[src/rtl/hazard_pkg.sv]
// Shared types and constants for the pipeline hazard controller.
// Used by hazard_controller and forwarding_unit.
package hazard_pkg;

    typedef enum logic [1:0] {
        FWD_RF  = 2'b00,
        FWD_WB  = 2'b01,
        FWD_MEM = 2'b10
    } fwd_sel_t;

    typedef enum logic [1:0] {
        HZ_RUN    = 2'b00,
        HZ_MISS   = 2'b01,
        HZ_RESUME = 2'b10
    } hz_state_t;

    localparam logic [1:0] RESULT_SRC_LOAD = 2'b01;

    // The Memory-stage ALU result is younger than the Writeback result, so it wins.
    function automatic fwd_sel_t fwd_select(
        input logic [4:0] rs,
        input logic [4:0] rd_m,
        input logic       reg_write_m,
        input logic [4:0] rd_w,
        input logic       reg_write_w
    );
        if (reg_write_m && (rd_m != 5'd0) && (rd_m == rs)) begin
            return FWD_MEM;
        end else if (reg_write_w && (rd_w != 5'd0) && (rd_w == rs)) begin
            return FWD_WB;
        end else begin
            return FWD_RF;
        end
    endfunction

endpackage

[src/rtl/hazard_forwarding_unit.sv]
// Purely combinational operand-forwarding select for the two EX operand muxes.
// Register x0 is never forwarded because it is hard-wired to zero.
module forwarding_unit
    import hazard_pkg::*;
(
    input  logic [4:0] Rs1E,
    input  logic [4:0] Rs2E,
    input  logic [4:0] RdM,
    input  logic [4:0] RdW,
    input  logic       RegWriteM,
    input  logic       RegWriteW,
    output fwd_sel_t   ForwardAE,
    output fwd_sel_t   ForwardBE
);

    always_comb begin
        ForwardAE = fwd_select(Rs1E, RdM, RegWriteM, RdW, RegWriteW);
        ForwardBE = fwd_select(Rs2E, RdM, RegWriteM, RdW, RegWriteW);
    end

endmodule

[src/rtl/hazard_controller.sv]
// Pipeline sequencer: stall/flush control, EX forwarding selects and a data-cache miss FSM.
// Optional HAZARD_PERF_EN adds StallCycles/FlushCount performance counters.
module hazard_controller
    import hazard_pkg::*;
#(
    parameter int MISS_TIMEOUT = 1024
`ifdef HAZARD_PERF_EN
    ,
    parameter int CNT_WIDTH = 32
`endif
) (
    input  logic       clk,
    input  logic       rst,
    input  logic [4:0] Rs1D,
    input  logic [4:0] Rs2D,
    input  logic [4:0] Rs1E,
    input  logic [4:0] Rs2E,
    input  logic [4:0] RdE,
    input  logic [4:0] RdM,
    input  logic [4:0] RdW,
    input  logic [1:0] ResultSrcE,
    input  logic       RegWriteM,
    input  logic       RegWriteW,
    input  logic       PCSrcE,
    input  logic       MemAccessM,
    input  logic       CacheHitM,
    input  logic       MemReadyM,
    output logic       StallF,
    output logic       StallD,
    output logic       StallE,
    output logic       StallM,
    output logic       StallW,
    output logic       FlushD,
    output logic       FlushE,
    output logic [1:0] ForwardAE,
    output logic [1:0] ForwardBE,
    output logic       MissTimeout
`ifdef HAZARD_PERF_EN
    ,
    output logic [CNT_WIDTH-1:0] StallCycles,
    output logic [CNT_WIDTH-1:0] FlushCount
`endif
);

    localparam int CW = $clog2(MISS_TIMEOUT);
    localparam logic [CW-1:0] COUNT_MAX = CW'(MISS_TIMEOUT - 1);

    hz_state_t      state;
    hz_state_t      state_next;
    logic [CW-1:0]  miss_count;
    logic           miss_seen;
    logic           lw_stall;
    logic           freeze;
    logic           resolve;
    fwd_sel_t       fwd_a;
    fwd_sel_t       fwd_b;

    forwarding_unit u_forwarding_unit (
        .Rs1E      (Rs1E),
        .Rs2E      (Rs2E),
        .RdM       (RdM),
        .RdW       (RdW),
        .RegWriteM (RegWriteM),
        .RegWriteW (RegWriteW),
        .ForwardAE (fwd_a),
        .ForwardBE (fwd_b)
    );

    assign ForwardAE = rst ? FWD_RF : fwd_a;
    assign ForwardBE = rst ? FWD_RF : fwd_b;

    assign miss_seen = MemAccessM && !CacheHitM;
    assign lw_stall  = (ResultSrcE == RESULT_SRC_LOAD) && (RdE != 5'd0) &&
                       ((RdE == Rs1D) || (RdE == Rs2D));

    always_ff @(posedge clk or posedge rst) begin
        if (rst) begin
            state <= HZ_RUN;
        end else begin
            state <= state_next;
        end
    end

    always_comb begin
        state_next = state;
        unique case (state)
            HZ_RUN:    if (miss_seen) state_next = HZ_MISS;
            HZ_MISS:   if (MemReadyM) state_next = HZ_RESUME;
            HZ_RESUME: state_next = HZ_RUN;
            default:   state_next = HZ_RUN;
        endcase
    end

    // The count saturates so a very long fill cannot wrap and hide the timeout.
    always_ff @(posedge clk or posedge rst) begin
        if (rst) begin
            miss_count  <= '0;
            MissTimeout <= 1'b0;
        end else if ((state == HZ_RUN) && miss_seen) begin
            miss_count <= '0;
        end else if (state == HZ_MISS) begin
            if (miss_count != COUNT_MAX) begin
                miss_count <= miss_count + 1'b1;
            end
            if ((int'(miss_count) + 1) >= (MISS_TIMEOUT - 1)) begin
                MissTimeout <= 1'b1;
            end
        end
    end

    always_comb begin
        freeze  = 1'b0;
        resolve = 1'b0;
        unique case (state)
            HZ_RUN: begin
                if (miss_seen) freeze = 1'b1;
                else           resolve = 1'b1;
            end
            HZ_MISS:   freeze  = 1'b1;
            HZ_RESUME: resolve = 1'b1;
            default:   resolve = 1'b1;
        endcase
    end

    // A taken branch makes the load-use stall moot: both younger instructions are wrong-path.
    always_comb begin
        StallF = 1'b0;
        StallD = 1'b0;
        StallE = 1'b0;
        StallM = 1'b0;
        StallW = 1'b0;
        FlushD = 1'b0;
        FlushE = 1'b0;
        if (rst) begin
            FlushD = 1'b1;
            FlushE = 1'b1;
        end else if (freeze) begin
            StallF = 1'b1;
            StallD = 1'b1;
            StallE = 1'b1;
            StallM = 1'b1;
            StallW = 1'b1;
        end else if (resolve) begin
            if (PCSrcE) begin
                FlushD = 1'b1;
                FlushE = 1'b1;
            end else if (lw_stall) begin
                StallF = 1'b1;
                StallD = 1'b1;
                FlushE = 1'b1;
            end
        end
    end

`ifdef HAZARD_PERF_EN
    always_ff @(posedge clk or posedge rst) begin
        if (rst) begin
            StallCycles <= '0;
            FlushCount  <= '0;
        end else begin
            if (StallF) StallCycles <= StallCycles + CNT_WIDTH'(1);
            if (FlushE) FlushCount  <= FlushCount + CNT_WIDTH'(1);
        end
    end
`endif

endmodule

[config.mk]
export PLATFORM = sky130hd
export DESIGN_NAME = hazard_controller
export DESIGN_NICKNAME = d
export VERILOG_FILES = /design/src/rtl/hazard_pkg.sv /design/src/rtl/hazard_forwarding_unit.sv /design/src/rtl/hazard_controller.sv
export SDC_FILE = /design/constraint.sdc
export NUM_CORES = 1
export LEC_CHECK = 0
export ABC_CLOCK_PERIOD_IN_PS = 2400
export CAP_MARGIN = 0
export CORE_MARGIN = 1.5
export CORE_UTILIZATION = 42
export DETAILED_ROUTE_END_ITERATION = 16
export PLACE_DENSITY = 0.81
export SLEW_MARGIN = 20
export SYNTH_ARGS = -nofsm -noshare
export SYNTH_HDL_FRONTEND = slang
export SYNTH_SLANG_ARGS = --single-unit
[constraint.sdc]
create_clock -name clk -period 2.4 [get_ports clk]
set_clock_uncertainty 0.05 [all_clocks]
set_input_delay 0.48 -clock clk [delete_from_list [all_inputs] [get_ports clk]]
set_output_delay 0.48 -clock clk [all_outputs]
set_load 0.02 [all_outputs]
==> flow_summary.toml, run 1 <==
[sta]
hold_slack_ns = 0.249
relSlewSlack = 0.726
finalCriticalPeriod_ns = 2.46
period_share = 1.03
rsz0062_at_grt = "true"
setup_ws_ns = -0.0620
slew_violations = 0
hold_viol_final = 0
max_freq_mhz = 406
setup_viol = 4
tightestPinTransition_ns = 0.411

[grt]
antenna_found_initial = 0
grt-ovfl-total = 0
grt_pass1_vias = 1463
grt_pass1_wl_um = 6530
track_usage = 0.250
grt_max_degree = 14

[clock_network]
clkLatencyLatePin_ns = 0.29
clockRootBuffer = "clkbuf_4"
numClockSinks = 13
h-tree-depth = 1
clk_pin_slew_ns = 0.09
cts_tree = "built"
cts_max_path_buffers = 2
hold_buffers = 0
cts_buffers = 3

[critical_path]
cp_data_arrival_time_ns = 1.93
crit_chain = "clkdlybuf4s15_2 > or4_1 > o211ai_1 > or4_4 > nor4_4 > buf_4"
start_kind = "input port"
cp.required_ns = 1.87
cp-end-kind = "output pin"
criticalPathCategory = "in -> out"
critPathSlowestCell = "or4_1"
cpPeakStageDelay_ns = 0.53
critPathMaxFanout = 2

[worst_hold_path]
hp-class = "in -> async"

[finish]
regArea_um2 = 325
layout.cells.non_filler = 260
layout_common_cells = "28 x buf_4, 23 x xor2_1, 23 x clkdlybuf4s50_1"
areaGrowthSynthToFinish_pct = 70.6
nFillCells = 176
drive_above_1_share = 0.323
multi_input_area_um2 = 1020
nNetsFinal = 277
final_common_cell = "buf_4"
antenna_cells = 0

[synth]
synth-seq-area-share = 0.255
synth_edf_count = 0
ys_ff_latch = 13
synthesis.area_um2 = 1280
synth.net_count = 193
async_flop_share = 1.00
yosysWarnings = 0
synthCells = 146
synth.distinct_cells = 41
synth.avg_cell_area_um2 = 8.75
synth_ff_type = "dfrtp_1"

[power]
p_per_area_nw_per_um2 = 364
p_total_mw = 0.793
peakVddDrop_mv = 0.181
combPwrFrac = 0.467
p_seq_frac = 0.350
p_int_mw = 0.491
p_leak_nw = 0.960
switching_share = 0.380
p_sw_mw = 0.302
clock_power_share = 0.183

[place]
dp_hpwl_um = 3040
io_buffers = 56
gp_congestion = 0.880
place_inst = 252

[floorplanning]
die-area_um2 = 3380
io_pins = 57
chipHeight_um = 58.2
placementRows = 19
initial_core_util = 0.452
coreArea_um2 = 2830
die_w_um = 58.2

[run_status]
outcome = "finished with violations"
violations = "DRC, setup timing"

[detailed_routing]
vias = 1515
wire_per_inst_um = 17.0
drc = 1
drt_iter0_drc = 78
drt_wl_total_um = 4410
firstDrtPassIters = 10
avgViaCountPerCell = 5.83
drtAntennaViolNets = 0

[flow_run]
maxCapViolCount = 0
==> cells by family after synthesis <==
group                      count (synthesis)  synth area share
and+or+nand+nor                           54             0.249
muxes                                      1           0.00784
buffers and inverters                     11            0.0539
DFF                                       13             0.255
adders and majority gates                  2            0.0196
AOI/OAI and AO/OA                         31             0.182
xor gates and xnor gates                  34             0.233
==> critical path: cells and delay by family <==
family                 cells  cell delay (ns)
AO/OA/AOI/OAI              1             0.30
buffers and inverters      2             0.37
AND/OR/NAND/NOR            3             0.78
==> layer usage <==
layer | track usage | wire, µm
met2 | 0.471 | 2350
met5 | 0 | 0
met1 | 0.279 | 1600
met4 | 0.0897 | 76
met3 | 0.0446 | 392
==> layout make-up <==
| cell class | instances | area share |
|---|---|---|
| multi-input cells | 122 | 0.467 |
| inverters | 5 | 0.00861 |
| well taps | 31 | 0.0178 |
| repair buffers | 85 | 0.345 |
| clock inverters | 1 | 0.00230 |
| flip-flops and latches | 13 | 0.149 |
| clock buffers | 3 | 0.0103 |
==> through the flow <==
stage          setup WS (ns)  utilization  instance area [µm²]  TNS, ns
3_5_place_dp          -0.828        0.723                 2040    -5.07
3_3_place_gp          -0.745        0.723                 2040    -4.62
2_1_floorplan         0.0751            -                 1310        0
5_1_grt              -0.0978        0.770                 2180   -0.327
4_1_cts              -0.0667        0.743                 2100   -0.179
6_report             -0.0620        0.770                 2180   -0.179
==> power by group through the flow <==
stage	Sequential, mW	Clock [mW]	Combinational [mW]
2_1_floorplan	0.266	0	0.187
3_3_place_gp	0.277	0	0.328
3_5_place_dp	0.280	0	0.345
4_1_cts	0.277	0.143	0.344
5_1_grt	0.281	0.155	0.403
6_report	0.278	0.145	0.370
==> registers in the layout, summed over array words and instances, names as in the netlist <==
name	cells
MissTimeout	1
miss_count	10
state	2
==> final timing paths <==
path,slack [ns],to,startpoint,cells after the start
worst max-delay path,-0.06,ForwardAE[0],RdW[2],6
worst min-delay path,0.25,miss_count[5],rst,3
worst max register to register,0.59,miss_count[7],miss_count[0],5
worst min register to register,0.44,MissTimeout,MissTimeout,2
max in group asynchronous,1.88,miss_count[0],rst,3
min in group clk,0.44,MissTimeout,MissTimeout,2
==> synthesized netlist by cell type (all sizes together), types with 5 or more instances <==
cell type	n	area [µm²]
nor2	8	30.0
nor3	7	35.0
inv	5	18.8
xor2	23	201
buf	5	45.0
dfrtp	13	325
nand3	5	25.0
xnor2	11	96.3
a21oi	8	40.0
nand2	8	30.0
or4	6	45.0
==> timing repair <==
item / in CTS / in global routing
hold endpoints to repair: 0 / 0
endpoints found under the setup margin: 11 / 7
pin swaps: 9 / 9
buffers inserted: 1 / 3
resized for setup: 92 / 23
No activity file was read; power rests on OpenSTA's default activity.
==> run 2, diff against run 1 <==
--- a/config.mk
+++ b/config.mk
@@ -5,12 +5,11 @@
 export SDC_FILE = /design/constraint.sdc
 export NUM_CORES = 1
 export LEC_CHECK = 0
-export ABC_CLOCK_PERIOD_IN_PS = 2400
+export ABC_CLOCK_PERIOD_IN_PS = 2150
 export CAP_MARGIN = 0
-export CORE_MARGIN = 1.5
-export CORE_UTILIZATION = 42
+export CORE_UTILIZATION = 38
 export DETAILED_ROUTE_END_ITERATION = 16
-export PLACE_DENSITY = 0.81
+export PLACE_DENSITY = 0.77
 export SLEW_MARGIN = 20
 export SYNTH_ARGS = -nofsm -noshare
 export SYNTH_HDL_FRONTEND = slang
==> constraint.sdc (replaced) <==
create_clock -name clk -period 2.15 [get_ports clk]
set_clock_uncertainty 0.05 [all_clocks]
set_input_delay 0.43 -clock clk [delete_from_list [all_inputs] [get_ports clk]]
set_output_delay 0.43 -clock clk [all_outputs]
set_load 0.02 [all_outputs]
==> run 2 against run 1 <==
Effect of this change: the run ends with setup timing left; critical endpoint is now ForwardBE[0]; critical path type unchanged; design area rose by 4.6%; setup slack got worse by 0.069 ns; highest routed layer unchanged; sequential power rose by 12%; power is 12% higher; largest power group unchanged; global-route usage is 0.79 points higher; worst hold slack lost 0.024 ns; die area rose by 6.4%.
==> flow_summary.toml, run 2 (synthesis gave the netlist of run 1 again) <==
[sta]
hold_viol_final = 0
setup_tns_ns = -0.227
setup_viol = 2
hold_slack_ns = 0.225
tightestPinTransition_ns = 0.424
setup_ws_ns = -0.131
rsz0062_at_grt = "true"
relSlewSlack = 0.717
slew_violations = 0
period_share = 1.06
max_freq_mhz = 438
finalCriticalPeriod_ns = 2.28

[detailed_routing]
drtAntennaViolNets = 0
vias = 1488
drc = 0
drt_iter0_drc = 163
wire_per_inst_um = 16.1
avgViaCountPerCell = 5.39
drt_wl_total_um = 4440
firstDrtPassIters = 4

[power]
peakVddDrop_mv = 0.198
p_per_area_nw_per_um2 = 389
p_total_mw = 0.887
p_leak_nw = 1.05

[critical_path]
criticalPathCategory = "in -> out"
r2r_end = "miss_count[9]"
crit_path_start = "Rs2E[2]"
worst-r2r-cell-count = 5
endpoint = "ForwardBE[0]"
critPathMaxFanout = 2
start_kind = "input port"
cp.required_ns = 1.67
crit-reg2reg-launch = "miss_count[1]"
r2r_slack_ns = 0.22
cp_data_arrival_time_ns = 1.80
cp-end-kind = "output pin"

[grt]
grt-ovfl-total = 0
track_usage = 0.258
grt_pass1_wl_um = 6950
antenna_found_initial = 0
grt_max_degree = 14
grt_pass1_vias = 1496

[run_status]
violations = "setup timing"
outcome = "finished with violations"

[finish]
utilization = 0.729
nFillCells = 240
areaGrowthSynthToFinish_pct = 78.6
largest_reg_flops = 10
multi_input_area_um2 = 1070
final_common_cell = "buf_4"
reg_top3 = "miss_count (10), state (2), MissTimeout (1)"
layout_common_cells = "32 x buf_4, 21 x xor2_1, 13 x dfrtp_1"
max_flop_register = "miss_count"
nNetsFinal = 280
regArea_um2 = 325
drive_above_1_share = 0.375
antenna_cells = 0

[floorplanning]
initial_core_util = 0.408
io_pins = 57
die_w_um = 60.0
placementRows = 20
coreArea_um2 = 3130
die-area_um2 = 3600
chipHeight_um = 60.0

[clock_network]
clk_pin_slew_ns = 0.08
cts_tree = "built"
clkLatencyLatePin_ns = 0.29
clockRootBuffer = "clkbuf_4"
h-tree-depth = 1
cts_buffers = 3
numClockSinks = 13
cts_max_path_buffers = 2

[worst_hold_path]
hp-class = "in -> async"

[place]
io_buffers = 56
gp_congestion = 0.899
pre_cts_ws_ns = -0.985
dp_hpwl_um = 3180

[flow_run]
maxCapViolCount = 0
==> run 2: cell count changes in the layout (fill, tap and decap cells not counted), sizes merged <==
cell and change:
clkinv -1, dlymetal6s2s +7, clkdlybuf4s15 +1, dlygate4sd2 +1
clkdlybuf4s50 -16, clkbuf +2, clkinvlp +1, inv -1
buf +9
==> run 2: worst min-delay path by stage <==
stage | start | to | slack, ns
6_report | rst | state[1] | 0.22
2_1_floorplan | rst | MissTimeout | 0.19
4_1_cts | rst | state[1] | 0.35
3_3_place_gp | MissTimeout | MissTimeout | 0.43
5_1_grt | rst | state[1] | 0.25
3_5_place_dp | MissTimeout | MissTimeout | 0.44
==> run 2: area by class of cell <==
class,count,area share
Timing Repair Buffer,88,0.344
Clock buffer,4,0.0115
Inverter,5,0.00987
Multi-Input combinational cell,122,0.467
Tap cell,44,0.0241
Sequential cell,13,0.143
==> run 2: where the power goes <==
part	switching (mW)	total, mW	internal, mW
Clock	0.0849	0.157	0.0723
Combinational	0.206	0.419	0.213
Sequential	0.0406	0.311	0.270
Total	0.332	0.887	0.556
==> run 2: what timing repair did <==
action	in CTS	in global routing
setup endpoints to repair	11	11
hold buffers	0	0
cloned	0	0
pin swaps	19	15
setup buffers	5	2
gates resized for setup	137	28
==> run 2: per-layer routing <==
| metal | vias up | global-route usage | wire length [µm] |
|---|---|---|---|
| li1 | 705 | - | - |
| met4 | 0 | 0.113 | 127 |
| met2 | 60 | 0.456 | 2350 |
| met3 | 11 | 0.0303 | 222 |
| met1 | 712 | 0.313 | 1740 |
| met5 | - | 0 | 0 |
==> run 2: critical path, cell delays in order <==
cell and delay (ns):
clkdlybuf4s15_1 0.20, xor2_1 0.16, or4_4 0.56, nor4_4 0.28
buf_4 0.18
==> run 2: stage by stage <==
step / area (µm²) / instances
floorplan: 1310 / 146
global placement: 2060 / 265
detailed placement: 2060 / 265
CTS: 2190 / 274
global route: 2280 / 276
finish: 2280 / 276
==> run 3, diff against run 2 <==
--- a/config.mk
+++ b/config.mk
@@ -7,6 +7,7 @@
 export LEC_CHECK = 0
 export ABC_CLOCK_PERIOD_IN_PS = 2150
 export CAP_MARGIN = 0
+export CORE_MARGIN = 1.5
 export CORE_UTILIZATION = 38
 export DETAILED_ROUTE_END_ITERATION = 16
 export PLACE_DENSITY = 0.77
==> run 3 against run 2 <==
Effect of this change: the flow still finishes with violations (setup timing); highest routed layer unchanged; clock power decreased by 3%; setup slack got worse by 0.019 ns; register-to-register slack improved by 0.10 ns; die area increased by 3.4%; critical path type unchanged; power increased by 1.5%; first-iteration DRC count decreased by 36%; global-route usage decreased by 0.52 points; via count increased by 0.34%.
==> flow_summary.toml, run 3 (synthesis gave the netlist of run 1 again) <==
[power]
switching_share = 0.379
p_int_mw = 0.559
p_per_area_nw_per_um2 = 389
p_seq_frac = 0.347
combPwrFrac = 0.483
p_total_mw = 0.900
p_leak_nw = 1.08
clock_power_share = 0.170
peakVddDrop_mv = 0.171
p_sw_mw = 0.342

[floorplanning]
chipHeight_um = 61.0
die_w_um = 61.0
coreArea_um2 = 3130
io_pins = 57
die-area_um2 = 3720
initial_core_util = 0.408
placementRows = 20

[sta]
setup_ws_ns = -0.150
rsz0062_at_grt = "true"
period_share = 1.07
max_freq_mhz = 435
setup_viol = 2
hold_viol_final = 0
finalCriticalPeriod_ns = 2.30
relSlewSlack = 0.707
slew_violations = 0
tightestPinTransition_ns = 0.439
setup_tns_ns = -0.248
hold_slack_ns = 0.221

[grt]
track_usage = 0.253
grt_pass1_wl_um = 7030
grt_max_degree = 14
antenna_found_initial = 0
grt-ovfl-total = 0
grt_pass1_vias = 1535

[detailed_routing]
vias = 1493
firstDrtPassIters = 4
avgViaCountPerCell = 5.43
wire_per_inst_um = 16.9
drc = 0
drt_iter0_drc = 104
drt_wl_total_um = 4660
drtAntennaViolNets = 0

[clock_network]
cts_tree = "built"
h-tree-depth = 1
clk_pin_slew_ns = 0.08
cts_buffers = 3
clockRootBuffer = "clkbuf_4"
clkLatencyLatePin_ns = 0.28
cts_max_path_buffers = 2
numClockSinks = 13

[finish]
utilization = 0.741
nNetsFinal = 279
drive_above_1_share = 0.411
max_flop_register = "miss_count"
antenna_cells = 0
final_common_cell = "buf_4"
nFillCells = 213
layout_common_cells = "31 x buf_4, 18 x xor2_1, 13 x dfrtp_1, 13 x dlymetal6s2s_1, 12 x buf_2"
reg_top3 = "miss_count (10), state (2), MissTimeout (1)"
largest_reg_flops = 10
areaGrowthSynthToFinish_pct = 81.4

[run_status]
outcome = "finished with violations"
violations = "setup timing"

[critical_path]
cp-end-kind = "output pin"
r2r_slack_ns = 0.32
criticalPathCategory = "in -> out"
critPathMaxFanout = 2
worst-r2r-cell-count = 5
cp.required_ns = 1.67
cp_data_arrival_time_ns = 1.82
r2r_end = "miss_count[7]"
start_kind = "input port"
crit-reg2reg-launch = "miss_count[0]"

[place]
gp_congestion = 0.897
io_buffers = 56
dp_hpwl_um = 3210

[flow_run]
maxCapViolCount = 0

[worst_hold_path]
hp-class = "in -> async"
==> run 3: final cells by class <==
type / instances / area, µm² / share of cell area
repair buffers: 87 / 762 / 0.329
well taps: 44 / 55.1 / 0.0238
inverters: 5 / 22.5 / 0.00972
multi-input cells: 122 / 1130 / 0.486
flip-flops and latches: 13 / 325 / 0.140
clock buffers: 4 / 26.3 / 0.0113
==> run 3: per-stage QoR <==
step | cell area (µm²) | worst slack (ns) | std cells
6_report | 2320 | -0.150 | 275
5_1_grt | 2320 | -0.183 | 275
4_1_cts | 2180 | -0.0964 | 275
3_5_place_dp | 2070 | -0.975 | 266
3_3_place_gp | 2070 | -0.912 | 266
2_1_floorplan | 1310 | 0.0312 | 146
==> run 3: how the worst max path moves through the flow <==
stage | startpoint | endpoint
after floorplan | RdM[1] | ForwardAE[0]
after global placement | RdM[1] | ForwardBE[0]
after detailed placement | RdM[1] | ForwardBE[0]
after CTS | RdW[3] | ForwardAE[0]
after global routing | RdW[3] | ForwardAE[0]
final | RdW[3] | ForwardAE[0]
==> run 3: timing repair <==
| action | in CTS | in global routing |
|---|---|---|
| pin swaps | 17 | 16 |
| resized for setup | 147 | 35 |
| hold buffers | 0 | 0 |
| setup endpoints to repair | 11 | 11 |
| buffers inserted | 5 | 1 |
==> run 3: power by group through the flow <==
stage               logic [mW]  registers [mW]  clock network [mW]
floorplan                0.209           0.297                   0
global route             0.471           0.319               0.172
detailed placement       0.386           0.315                   0
global placement         0.369           0.311                   0
CTS                      0.404           0.312               0.154
finish                   0.435           0.312               0.153
==> run 3: layer usage <==
metal,global-route usage,up-vias,routed length [µm]
li1,-,703,-
met1,0.298,719,1770
met2,0.472,55,2550
met3,0.0277,16,214
met4,0.0870,0,120
met5,0,-,0
==> run 3: worst max-delay path, stage by stage <==
cell and delay [ns]:
buf_6 0.09, buf_6 0.10, xor2_1 0.15, or4_4 0.56, nor4_4 0.30, buf_4 0.18
